$ cat config.mk
export PLATFORM = sky130hd
export DESIGN_NAME = twiddle_gen
export DESIGN_NICKNAME = d
export VERILOG_FILES = /design/src/rtl/twiddle_pkg.sv /design/src/rtl/twiddle_qrom.sv /design/src/rtl/twiddle_gen.sv
export SDC_FILE = /design/constraint.sdc
export NUM_CORES = 1
export LEC_CHECK = 0
export BUFFER_PORTS_ARGS = -buffer_cell sky130_fd_sc_hd__buf_2
export CELL_PAD_IN_SITES_DETAIL_PLACEMENT = 1
export CELL_PAD_IN_SITES_GLOBAL_PLACEMENT = 1
export CORE_MARGIN = 5
export CORE_UTILIZATION = 39
export CTS_BUF_LIST = sky130_fd_sc_hd__clkbuf_8
export DETAILED_ROUTE_END_ITERATION = 8
export PLACE_DENSITY = 0.71
export SLEW_MARGIN = 40
export SYNTH_ARGS = -nofsm -noshare
export SYNTH_HDL_FRONTEND = slang
export SYNTH_SLANG_ARGS = --single-unit
$ cat constraint.sdc
create_clock -name clk -period 2.8 [get_ports clk]
set_clock_uncertainty 0.15 [all_clocks]
set_input_delay 0.28 -clock clk [delete_from_list [all_inputs] [get_ports clk]]
set_output_delay 0.28 -clock clk [all_outputs]
set_load 0.02 [all_outputs]
$ cat src/rtl/twiddle_pkg.sv
// Shared elaboration-time helpers for the MDC twiddle generator: size/period
// arithmetic and the quarter-wave cosine table builder.
package twiddle_pkg;

  localparam real PI = 3.14159265358979323846;

  function automatic int n_points(int n_log2);
    return 1 << n_log2;
  endfunction

  function automatic int quarter(int n_log2);
    return (1 << n_log2) >> 2;
  endfunction

  // Twiddles per period for stage s: N >> (s+1).
  function automatic int period(int n_log2, int s);
    return (1 << n_log2) >> (s + 1);
  endfunction

  // trunc(2^(w-2) * cos(2*pi*i/N)), truncated toward zero.
  function automatic int cos_entry(int i, int n_log2, int w);
    real ang;
    real scale;
    ang   = 2.0 * PI * $itor(i) / $itor(1 << n_log2);
    scale = $itor(1 << (w - 2));
    return $rtoi(scale * $cos(ang));
  endfunction

endpackage

$ cat src/rtl/twiddle_qrom.sv
// Registered quarter-wave lookup: index in, (cos, sin) magnitudes out one cycle later.
module twiddle_qrom
  import twiddle_pkg::*;
#(
  parameter int N_LOG2 = 5,
  parameter int W      = 9
) (
  input  logic                     clk,
  input  logic [N_LOG2-3:0]        idx,
  output logic signed [W-1:0]      cos_q,
  output logic signed [W-1:0]      sin_q
);

  localparam int N4 = quarter(N_LOG2);

  logic signed [W-1:0] cos_tab [N4];
  logic signed [W-1:0] sin_tab [N4];

  // sin[i] = cos[N/4 - i] keeps a single quarter-wave of cosine as the source.
  for (genvar g = 0; g < N4; g++) begin : g_tab
    localparam int C = cos_entry(g, N_LOG2, W);
    localparam int S = (g == 0) ? 0 : cos_entry(N4 - g, N_LOG2, W);
    assign cos_tab[g] = W'(C);
    assign sin_tab[g] = W'(S);
  end

  always_ff @(posedge clk) begin
    cos_q <= cos_tab[idx];
    sin_q <= sin_tab[idx];
  end

endmodule

$ cat src/rtl/twiddle_gen.sv
// Sequential twiddle-factor generator for one radix-2 MDC FFT stage:
// strided index counter, quarter-wave lookup, sign mapping, 2-cycle valid pipeline.
module twiddle_gen
  import twiddle_pkg::*;
#(
  parameter int N_LOG2 = 5,
  parameter int W      = 9,
  parameter int STG_W  = $clog2(N_LOG2)
) (
  input  logic                 clk,
  input  logic                 rst,
  input  logic                 start,
  input  logic [STG_W-1:0]     stage,
  input  logic                 inverse,
  input  logic                 en,
  output logic                 w_valid,
  output logic signed [W-1:0]  w_r,
  output logic signed [W-1:0]  w_i,
  output logic                 w_last,
  output logic                 busy
);

  localparam int KW = N_LOG2 - 1;
  localparam int IW = N_LOG2 - 2;
  localparam logic [STG_W-1:0] S_MAX = STG_W'(N_LOG2 - 1);

  logic [STG_W-1:0]    s_q;
  logic                inv_q;
  logic [KW-1:0]       k;
  logic [KW-1:0]       k_pm1;
  logic [KW-1:0]       e_nx;
  logic                accept;
  logic                v1;
  logic                last1;
  logic                quad1;
  logic signed [W-1:0] cos_v;
  logic signed [W-1:0] sin_v;
  logic signed [W-1:0] map_r;
  logic signed [W-1:0] map_i;

  always_comb begin
    accept = en & busy & ~start;
    k_pm1  = KW'(period(N_LOG2, int'(s_q)) - 1);
    e_nx   = k << s_q;
  end

  // The ROM register doubles as the first pipeline stage; only the quadrant
  // bit has to travel alongside it.
  twiddle_qrom #(
    .N_LOG2 (N_LOG2),
    .W      (W)
  ) u_qrom (
    .clk   (clk),
    .idx   (e_nx[IW-1:0]),
    .cos_q (cos_v),
    .sin_q (sin_v)
  );

  always_comb begin
    if (!quad1) begin
      map_r = cos_v;
      map_i = -sin_v;
    end else begin
      map_r = -sin_v;
      map_i = -cos_v;
    end
    if (inv_q) map_i = -map_i;
  end

  always_ff @(posedge clk) begin
    if (rst) begin
      busy    <= 1'b0;
      s_q     <= '0;
      inv_q   <= 1'b0;
      k       <= '0;
      v1      <= 1'b0;
      last1   <= 1'b0;
      quad1   <= 1'b0;
      w_valid <= 1'b0;
      w_r     <= '0;
      w_i     <= '0;
      w_last  <= 1'b0;
    end else if (start) begin
      busy    <= 1'b1;
      s_q     <= (stage >= S_MAX) ? S_MAX : stage;
      inv_q   <= inverse;
      k       <= '0;
      v1      <= 1'b0;
      w_valid <= 1'b0;
      w_last  <= 1'b0;
    end else begin
      v1 <= accept;
      if (accept) begin
        quad1 <= e_nx[KW-1];
        last1 <= (k == k_pm1);
        k     <= (k == k_pm1) ? '0 : k + KW'(1);
      end
      w_valid <= v1;
      w_last  <= v1 & last1;
      if (v1) begin
        w_r <= map_r;
        w_i <= map_i;
      end
    end
  end

endmodule

After elaboration in Yosys (flattened, before gate mapping) --
Memories as Yosys holds them, arrays and structs flattened. A register that Yosys moved wholly into a read port is not among the register bits. Index checks and enable logic that the tools add are counted. Widths: inputs -> output; s select.
Storage, ports and cells: register bits after elaboration 32, bits in latches 0, bits in writable memories 0, bits in read-only memories 144, output and inout bits 21, logic and storage cells 36, memories kept 2
Memories:
- (name not given) | depth 8, bits a word 9, rd ports 1, clocked after Yosys merged registers in 1, write ports 0, RTL line twiddle_qrom.sv:29 | sin_q <= sin_tab[idx];
- (name not given) | depth 8, bits a word 9, rd ports 1, clocked after Yosys merged registers in 1, write ports 0, RTL line twiddle_qrom.sv:28 | cos_q <= cos_tab[idx];
Cells by class: add/sub/neg operators 6, multipliers 0, div/mod/pow operators 0, $lt $le $gt $ge 1, equal/unequal tests 1, shift operators 2, muxes and demuxes 5, bitwise gates (word level) 5, reduce and logical (&&, ||, !) cells 3
Operators by type and width (number):
- $mux 9 | 3
- $neg 9->9 | 3
- $shr 6x4->4 const A | 1
- $add 3x1->4 const B | 1
- $add 4x1->4 const B | 1
- $eq 4x4->1 | 1
- $mux 4 | 1
- $not 3->4 | 1
- $reduce_and 2->1 | 2
- $shl 4x3->4 | 1
- $sub 4x2->4 const B | 1
- $and 1x1->1 | 3
- $ge 3x3->1 const B | 1
- $mux 3 | 1
- $reduce_or 2->1 | 1
- $not 1->1 | 1

Depth between registers and ports, before layout --
Gate-level depths: netlist of run 1.
depth after elaboration 5, gate-level depth with buffers 9

Hierarchy --
Synthesis of run 1 repeated with hierarchy kept, for this count alone.
Unflattened totals: cell total of the unflattened synthesis 316, area total of the unflattened synthesis 2695.1 um^2
Modules (own cells, without submodules):
- twiddle_gen | instances 1, cells each 271, area each 2165.8 um^2
- twiddle_qrom | instances 1, cells each 45, area each 529.3 um^2

Worst setup path after synthesis of run 1 --
No wires, ideal clock.
path kind register to register, from register k[0], to register u_qrom.cos_q[2], arrival time 1.961 ns, data required time 2.529 ns, setup slack 0.568 ns, stages on the path, launching flop included 6, cell sequence dfxtp_1 clkbuf_1 nor4b_1 inv_1 ha_1 mux2_2
Between the ends: word-level cells in the longest chain between the ends 2
RTL lines:
- start: declaration | RTL line twiddle_gen.sv:29 | logic [KW-1:0] k;
- start signal: assignment | RTL line twiddle_gen.sv:96 | k <= (k == k_pm1) ? '0 : k + KW'(1);
- $shl 4x3->4 | RTL line twiddle_gen.sv:44 | e_nx = k << s_q;
- $not 3->4 (not written as such) | RTL line twiddle_qrom.sv:28
- end: declaration | RTL line twiddle_qrom.sv:10 | output logic signed [W-1:0] cos_q,
No other way between the ends. A chain may end at the register's enable or synchronous reset.

Final worst setup path of run 1 --
from register u_qrom.cos_q[0], to register w_i[8]
Between the ends: word-level cells in the longest chain between the ends 4
RTL lines:
- $neg 9->9 (*) | RTL line twiddle_gen.sv:65 | map_i = -cos_v;
- $mux 9 (*) | RTL line twiddle_gen.sv:60 | if (!quad1) begin
- $neg 9->9 | RTL line twiddle_gen.sv:67 | if (inv_q) map_i = -map_i;
- $mux 9 (*) | RTL line twiddle_gen.sv:67
- end signal: assignment | RTL line twiddle_gen.sv:102 | w_i <= map_i;
- end: declaration | RTL line twiddle_gen.sv:18 | output logic signed [W-1:0] w_i,
Every way passes the cells marked *; elsewhere a longest branch is shown, timed or not.

==> flow_metrics.tcl, run 1 <==
set metrics [dict create \
    fin_setup_tns_ns 0 \
    cts_max_level 2 \
    vias 2201 \
    power_frac_clock_pct 37.8 \
    crit_path_max_fanout 7 \
    min_period_ns 2.48 \
    avgSynthCellArea_um2 8.44 \
    worst_pin_slew_ns 0.835 \
    netlist_area_um2 2540 \
    comb_power_share_pct 11.0 \
    synthToLayoutAreaGrowth_pct 13.1 \
    drt_pre_antenna_iters 4 \
    placedInstanceArea_um2 2760 \
    dr.max_layer_used "met4" \
    ys_async_sr_fraction_pct 0 \
    finalSetupViolations 0 \
    vdd_drop_max_mv 0.252 \
    startpoint_type "flip-flop" \
    antenna_found_initial 0 \
    hold_path.class "input pin to flip-flop" \
    cts-root-buf "clkbuf_8" \
    drtIter0Drc 52 \
    yosys_warnings 0 \
    power_frac_seq_pct 51.2 \
    gp_congestion 0.791 \
    place_hpwl_um 4700 \
    yosysSeqAreaShare_pct 36.2 \
    portBuffers 28 \
    core_area_um2 6350 \
    rsz0062_at_grt "false" \
    cts_sinks 46 \
    num_antenna_cells 0 \
    syn-num-nets 319 \
    arrival_ns 2.58 \
    r2r_slack_ns 0.32 \
    clkLatencyLatePin_ns 0.31 \
    track_usage_pct 15.2 \
    cp.required_ns 2.90 \
    wl_per_cell_um 15.2 \
    min_from "inverse" \
    max-cap-violations 0 \
    synth_edf_count 0 \
    slew_viol_final 0 \
    met1Wirelength_um 2850 \
    drive_gt1_share_pct 18.5 \
    cts_buffers 5 \
    grt_pass1_wl_um 10600 \
    antenna_left 0 \
    max_stage_delay_ns 0.52 \
    ys.flop_type "dfxtp_1" \
    dp_slack_ns 0.354 \
    slew_headroom_pct 44.3 \
    synth-seq-cells 46 \
    outcome "completed" \
    hold_buffers 0 \
    path_cells "inv_1 -> ha_1 -> nor2b_1 -> and4b_1 -> nor4_2 -> o211ai_1 -> a311o_1 -> nand3_1" \
    met3_length_um 150 \
    dp_cells 394 \
    finalHoldViolCount 0 \
    dieWidth_um 90.7 \
    synth_cells 301 \
    via_per_inst 5.48 \
    internal-power_w 0.000997 \
    net-switching-power_w 0.000344 \
    cts.clk_slew.worst_paths_ns 0.09 \
    fin_area_um2 2880 \
    cts.repair.resized 0 \
    synth_cell_types 58 \
    powerDensity_nw_per_um2 466 \
    nFillCells 787 \
    wl_um 6120 \
    io-pin-count 29 \
    clockBufferDepth 2 \
    cp-startpoint "u_qrom.cos_q[0]" \
    initial_core_util_pct 40.0 \
    fin_nets 342 \
    fmaxAchievable_mhz 404 \
    path_class "flip-flop to flip-flop" \
    p_sw_share_pct 25.6 \
    grt_pass1_vias 2163 \
    rows 29 \
    cts_setup_buffers 0 \
    fin_cells 402 \
    wl_met2_um 2990 \
    dieArea_um2 8230 \
    grt_overflow 0 \
    cts_tree "yes" \
    grt_max_degree 31 \
    end_kind "flip-flop" \
    leakagePower_nw 1.14 \
    die_h_um 90.7 \
    cp_slowest_cell "nor4_2" \
    fin_crit_sh_pct 88.5 \
    worstReg2RegStart "u_qrom.cos_q[0]" \
    setup_ws_ns 0.323 \
    drcViolationCount 0 \
]
## sequential cells by signal, indices dropped and copies added (netlist names)
name	flops
k	4
w_r	9
w_i	9
w_last	1
w_valid	1
busy	1
last1	1
v1	1
s_q	3
quad1	1
u_qrom.sin_q	6
u_qrom.cos_q	8
inv_q	1
## Yosys cell counts, drive strengths merged, types with 4 or more instances
cell	number	area, um^2
a211oi	15	118
a21oi	21	109
buf	4	18.8
clkbuf	17	63.8
dfxtp	46	921
ha	10	125
inv	13	48.8
mux2i	11	110
nand2	19	71.3
nand2b	5	31.3
nand3	8	40.0
nand3b	4	30.0
nor2	35	131
nor2b	6	37.5
nor3	11	60.1
nor4	5	43.8
o211ai	6	55.1
o21ai	6	30.0
or3	4	25.0
or4	4	37.5
xnor2	10	87.6
## area by class of cell
class	count	area, um^2	area share, %
Multi-Input combinational cell	221	1490	51.8
Inverter	13	48.8	1.70
Sequential cell	46	921	32.0
Tap cell	77	96.3	3.35
Clock buffer	5	68.8	2.39
Timing Repair Buffer	37	208	7.22
Clock inverter	3	43.8	1.52
## per-stage QoR
| step | total power, W | hold slack, ns | util [%] |
|---|---|---|---|
| 4_1_cts | 0.00136 | 0.0609 | 45.3 |
| 2_1_floorplan | 0.000806 | 0.262 | - |
| 5_1_grt | 0.00140 | 0.0764 | 45.3 |
| 3_5_place_dp | 0.000849 | 0.295 | 43.5 |
| 6_report | 0.00134 | 0.0688 | 45.3 |
| 3_3_place_gp | 0.000847 | 0.287 | 43.5 |
## path summary, 6_finish.rpt
path | endpoint | depth (start not counted)
worst min register to register | w_i[2] | 2
worst max-delay path | w_i[8] | 8
worst max register to register | w_i[8] | 8
worst min-delay path | inv_q | 3
## critical path: cells and delay by family (launching register included)
kind                       cells  cell delay, ns
adders and majority gates      1            0.25
DFF                            1            0.44
buffers and inverters          1            0.09
AOI/OAI and AO/OA              2            0.51
and+or+nand+nor                4            0.99
## cells by family (layout without fill, tap and decap cells)
kind of cell | Yosys count | in the layout | share of synthesized area [%]
flops | 46 | 46 | 36.2
fa+ha+maj | 10 | 10 | 4.92
buf+inv | 34 | 58 | 5.17
simple gates | 116 | 116 | 25.3
compound gates | 71 | 71 | 19.4
mux | 12 | 12 | 4.78
xor+xnor | 12 | 12 | 4.14
## layer usage
layer / global-route usage (%) / vias up
li1: - / 1125
met1: 18.8 / 1038
met2: 26.2 / 28
met3: 2.50 / 10
met4: 5.83 / 0
met5: 0 / -
## power by group through the flow
stage | clock network [W] | logic [W] | registers (W)
finish | 0.000507 | 0.000147 | 0.000686
global route | 0.000551 | 0.000164 | 0.000689
CTS | 0.000526 | 0.000148 | 0.000686
detailed placement | 0 | 0.000148 | 0.000702
global placement | 0 | 0.000146 | 0.000701
floorplan | 0 | 0.000109 | 0.000697
## cell usage in the layout, fill, tap and decap left out, drive strengths merged, types with 10 or more instances in the layout
| cell | count |
|---|---|
| buf | 37 |
| a21oi | 21 |
| ha | 10 |
| nor2 | 35 |
| mux2i | 11 |
| nand2 | 19 |
| xnor2 | 10 |
| dfxtp | 46 |
| a211oi | 15 |
| nor3 | 11 |
| inv | 14 |
Power figures use the tool's default switching activity.
==> run 2: changes to the inputs <==
- PLACE_DENSITY: 0.71 -> 0.7
- SYNTH_HIERARCHICAL: unset -> 1
==> flow_metrics.tcl, run 2 <==
set metrics [dict create \
    outcome "completed" \
    cts-root-buf "clkbuf_8" \
    synthToLayoutAreaGrowth_pct 9.98 \
    hold_buffers 0 \
    worst_pin_slew_ns 0.714 \
    dieWidth_um 93.1 \
    synth_cell_types 61 \
    cts.repair.resized 0 \
    wl_per_cell_um 15.7 \
    r2r_slack_ns 0.25 \
    drive_gt1_share_pct 17.2 \
    max-cap-violations 0 \
    fin_setup_tns_ns 0 \
    leakagePower_nw 1.19 \
    synth_area_leaders "dfxtp_1, nor2_1, mux2i_1, ha_1, xnor2_1" \
    grt_overflow 0 \
    worstReg2RegEnd "w_i[7]" \
    synth_edf_count 0 \
    drt_pre_antenna_iters 4 \
    yosys.area.top_type_share_pct 34.2 \
    power_w 0.00127 \
    fmaxAchievable_mhz 392 \
    grt_pass1_vias 2248 \
    synth-seq-cells 46 \
    fin_nets 356 \
    antenna_found_initial 0 \
    die_h_um 93.1 \
    yosys_warnings 6 \
    cts_max_level 2 \
    antenna_left 0 \
    synth_cells 316 \
    vias 2263 \
    grt_pass1_wl_um 10800 \
    dieArea_um2 8670 \
    synth_mux_area_share_pct 8.73 \
    clockBufferDepth 2 \
    cts_tree "yes" \
    worstRegToRegCells 9 \
    cts_sinks 46 \
    path_class "flip-flop to flip-flop" \
    worstReg2RegStart "u_qrom/cos_q[0]" \
    whs_path_depth 3 \
    gp_congestion 0.870 \
    min_to "inv_q" \
    rsz0062_at_grt "false" \
    via_per_inst 5.41 \
    ys.flop_type "dfxtp_1" \
    drcViolationCount 0 \
    netlist_area_um2 2700 \
    io-pin-count 29 \
    finalHoldViolCount 0 \
    yosys-top-cells-count "dfxtp_1, nor2_1, nand2_1, a21oi_1, mux2i_1" \
    arrival_ns 2.59 \
    initial_core_util_pct 39.9 \
    powerDensity_nw_per_um2 429 \
    hold_path.class "input pin to flip-flop" \
    fin_crit_sh_pct 91.2 \
    num_antenna_cells 0 \
    avgSynthCellArea_um2 8.53 \
    yosysSeqAreaShare_pct 34.2 \
    portBuffers 28 \
    synth_top_family_by_area "simple AND/OR/NAND/NOR gates" \
    rows 30 \
    end_kind "flip-flop" \
    cts_setup_buffers 0 \
    vdd_drop_max_mv 0.227 \
    crit_path_max_fanout 6 \
    grt_max_degree 29 \
    synth_xor_area_share_pct 6.50 \
    nFillCells 826 \
    startpoint_type "flip-flop" \
    slew_viol_final 0 \
    cts.clk_slew.worst_paths_ns 0.09 \
    cp.required_ns 2.83 \
    min_from "inverse" \
    yosys.area_share.simple_pct 23.8 \
    ys_async_sr_fraction_pct 0 \
    top_regs "w_i (9), w_r (9), u_qrom/cos_q (8)" \
    cts_buffers 5 \
    slew_headroom_pct 52.0 \
    final_common_cell "dfxtp_1" \
    min_period_ns 2.55 \
    layout_common_cells "dfxtp_1, nor2_1, buf_2" \
    place_hpwl_um 5020 \
    core_area_um2 6760 \
    finalSetupViolations 0 \
    synth-compound-area-share_pct 15.1 \
    track_usage_pct 15.5 \
    clkLatencyLatePin_ns 0.31 \
    drtIter0Drc 123 \
    yosys.cell_count.top_type "dfxtp_1" \
    yosys.area.top_type "dfxtp_1" \
    synthAdderAreaFrac_pct 5.11 \
    wl_um 6550 \
]
## run 2: cell types whose count changed in the layout (fill, tap and decap cells not counted), sizes merged, moves of 4 or more
cell    change
a211oi      -4
mux2i       +5
nand3b      +4
nor2        +9
nor3        -5
xnor2       +4
xor2        +4
## run 2: area by class of cell
class | count | area (um^2) | share of cell area, %
Sequential cell | 46 | 921 | 31.1
Clock buffer | 5 | 68.8 | 2.32
Tap cell | 80 | 100 | 3.38
Timing Repair Buffer | 36 | 200 | 6.75
Multi-Input combinational cell | 236 | 1610 | 54.3
Clock inverter | 3 | 18.8 | 0.633
Inverter | 12 | 45.0 | 1.52
## run 2: power breakdown
part	switching, W	total [W]	internal, W
clock	0.000240	0.000416	0.000176
combinational	0.0000937	0.000166	0.0000727
sequential	0.0000216	0.000689	0.000667
## run 2: worst max-delay path by stage
| stage | from | endpoint | slack, ns | cells past startpoint |
|---|---|---|---|---|
| floorplan | k[0] | u_qrom/cos_q[2] | 0.31 | 5 |
| CTS | u_qrom/cos_q[0] | w_i[7] | 0.23 | 9 |
| global placement | u_qrom/cos_q[0] | w_i[7] | 0.34 | 9 |
| finish | u_qrom/cos_q[0] | w_i[7] | 0.25 | 9 |
| detailed placement | u_qrom/cos_q[0] | w_i[7] | 0.23 | 9 |
| global route | quad1 | w_i[8] | 0.07 | 6 |
## run 2: layer usage
layer / vias up / part of all wire, % / global-route usage [%]
met2: 37 / 48 / 26.7
met1: 1078 / 47 / 19.6
met3: 10 / 3.6 / 2.74
met5: - / 0 / 0
li1: 1138 / - / -
met4: 0 / 1.5 / 4.64
## run 2: cell families (layout without fill, tap and decap cells)
family	count (synthesis)	in the layout
buffers and inverters	36	56
AO/OA/AOI/OAI	62	62
AND/OR/NAND/NOR	119	119
adder cells (fa/ha/maj)	11	11
multiplexers	21	21
other	1	3
flip-flops	46	46
XOR/XNOR	20	20
## run 2: stage by stage
stage	hold WS [ns]	utilization (%)	area [um^2]	setup slack, ns	cells
global route	0.0731	43.9	2960	0.0746	418
global placement	0.286	42.5	2870	0.338	410
floorplan	0.277	-	2700	0.311	318
CTS	0.0590	43.8	2960	0.231	418
detailed placement	0.300	42.5	2870	0.227	410
finish	0.0583	43.9	2960	0.247	418
## run 2: critical path, stage by stage (launching register included)
cell and delay [ns]:
dfxtp_1 0.35, inv_1 0.07, ha_1 0.27, or3b_1 0.43, o311a_1 0.32, nor4_2 0.34, buf_4 0.20, nor2_1 0.04
a21oi_1 0.15, o211ai_1 0.11
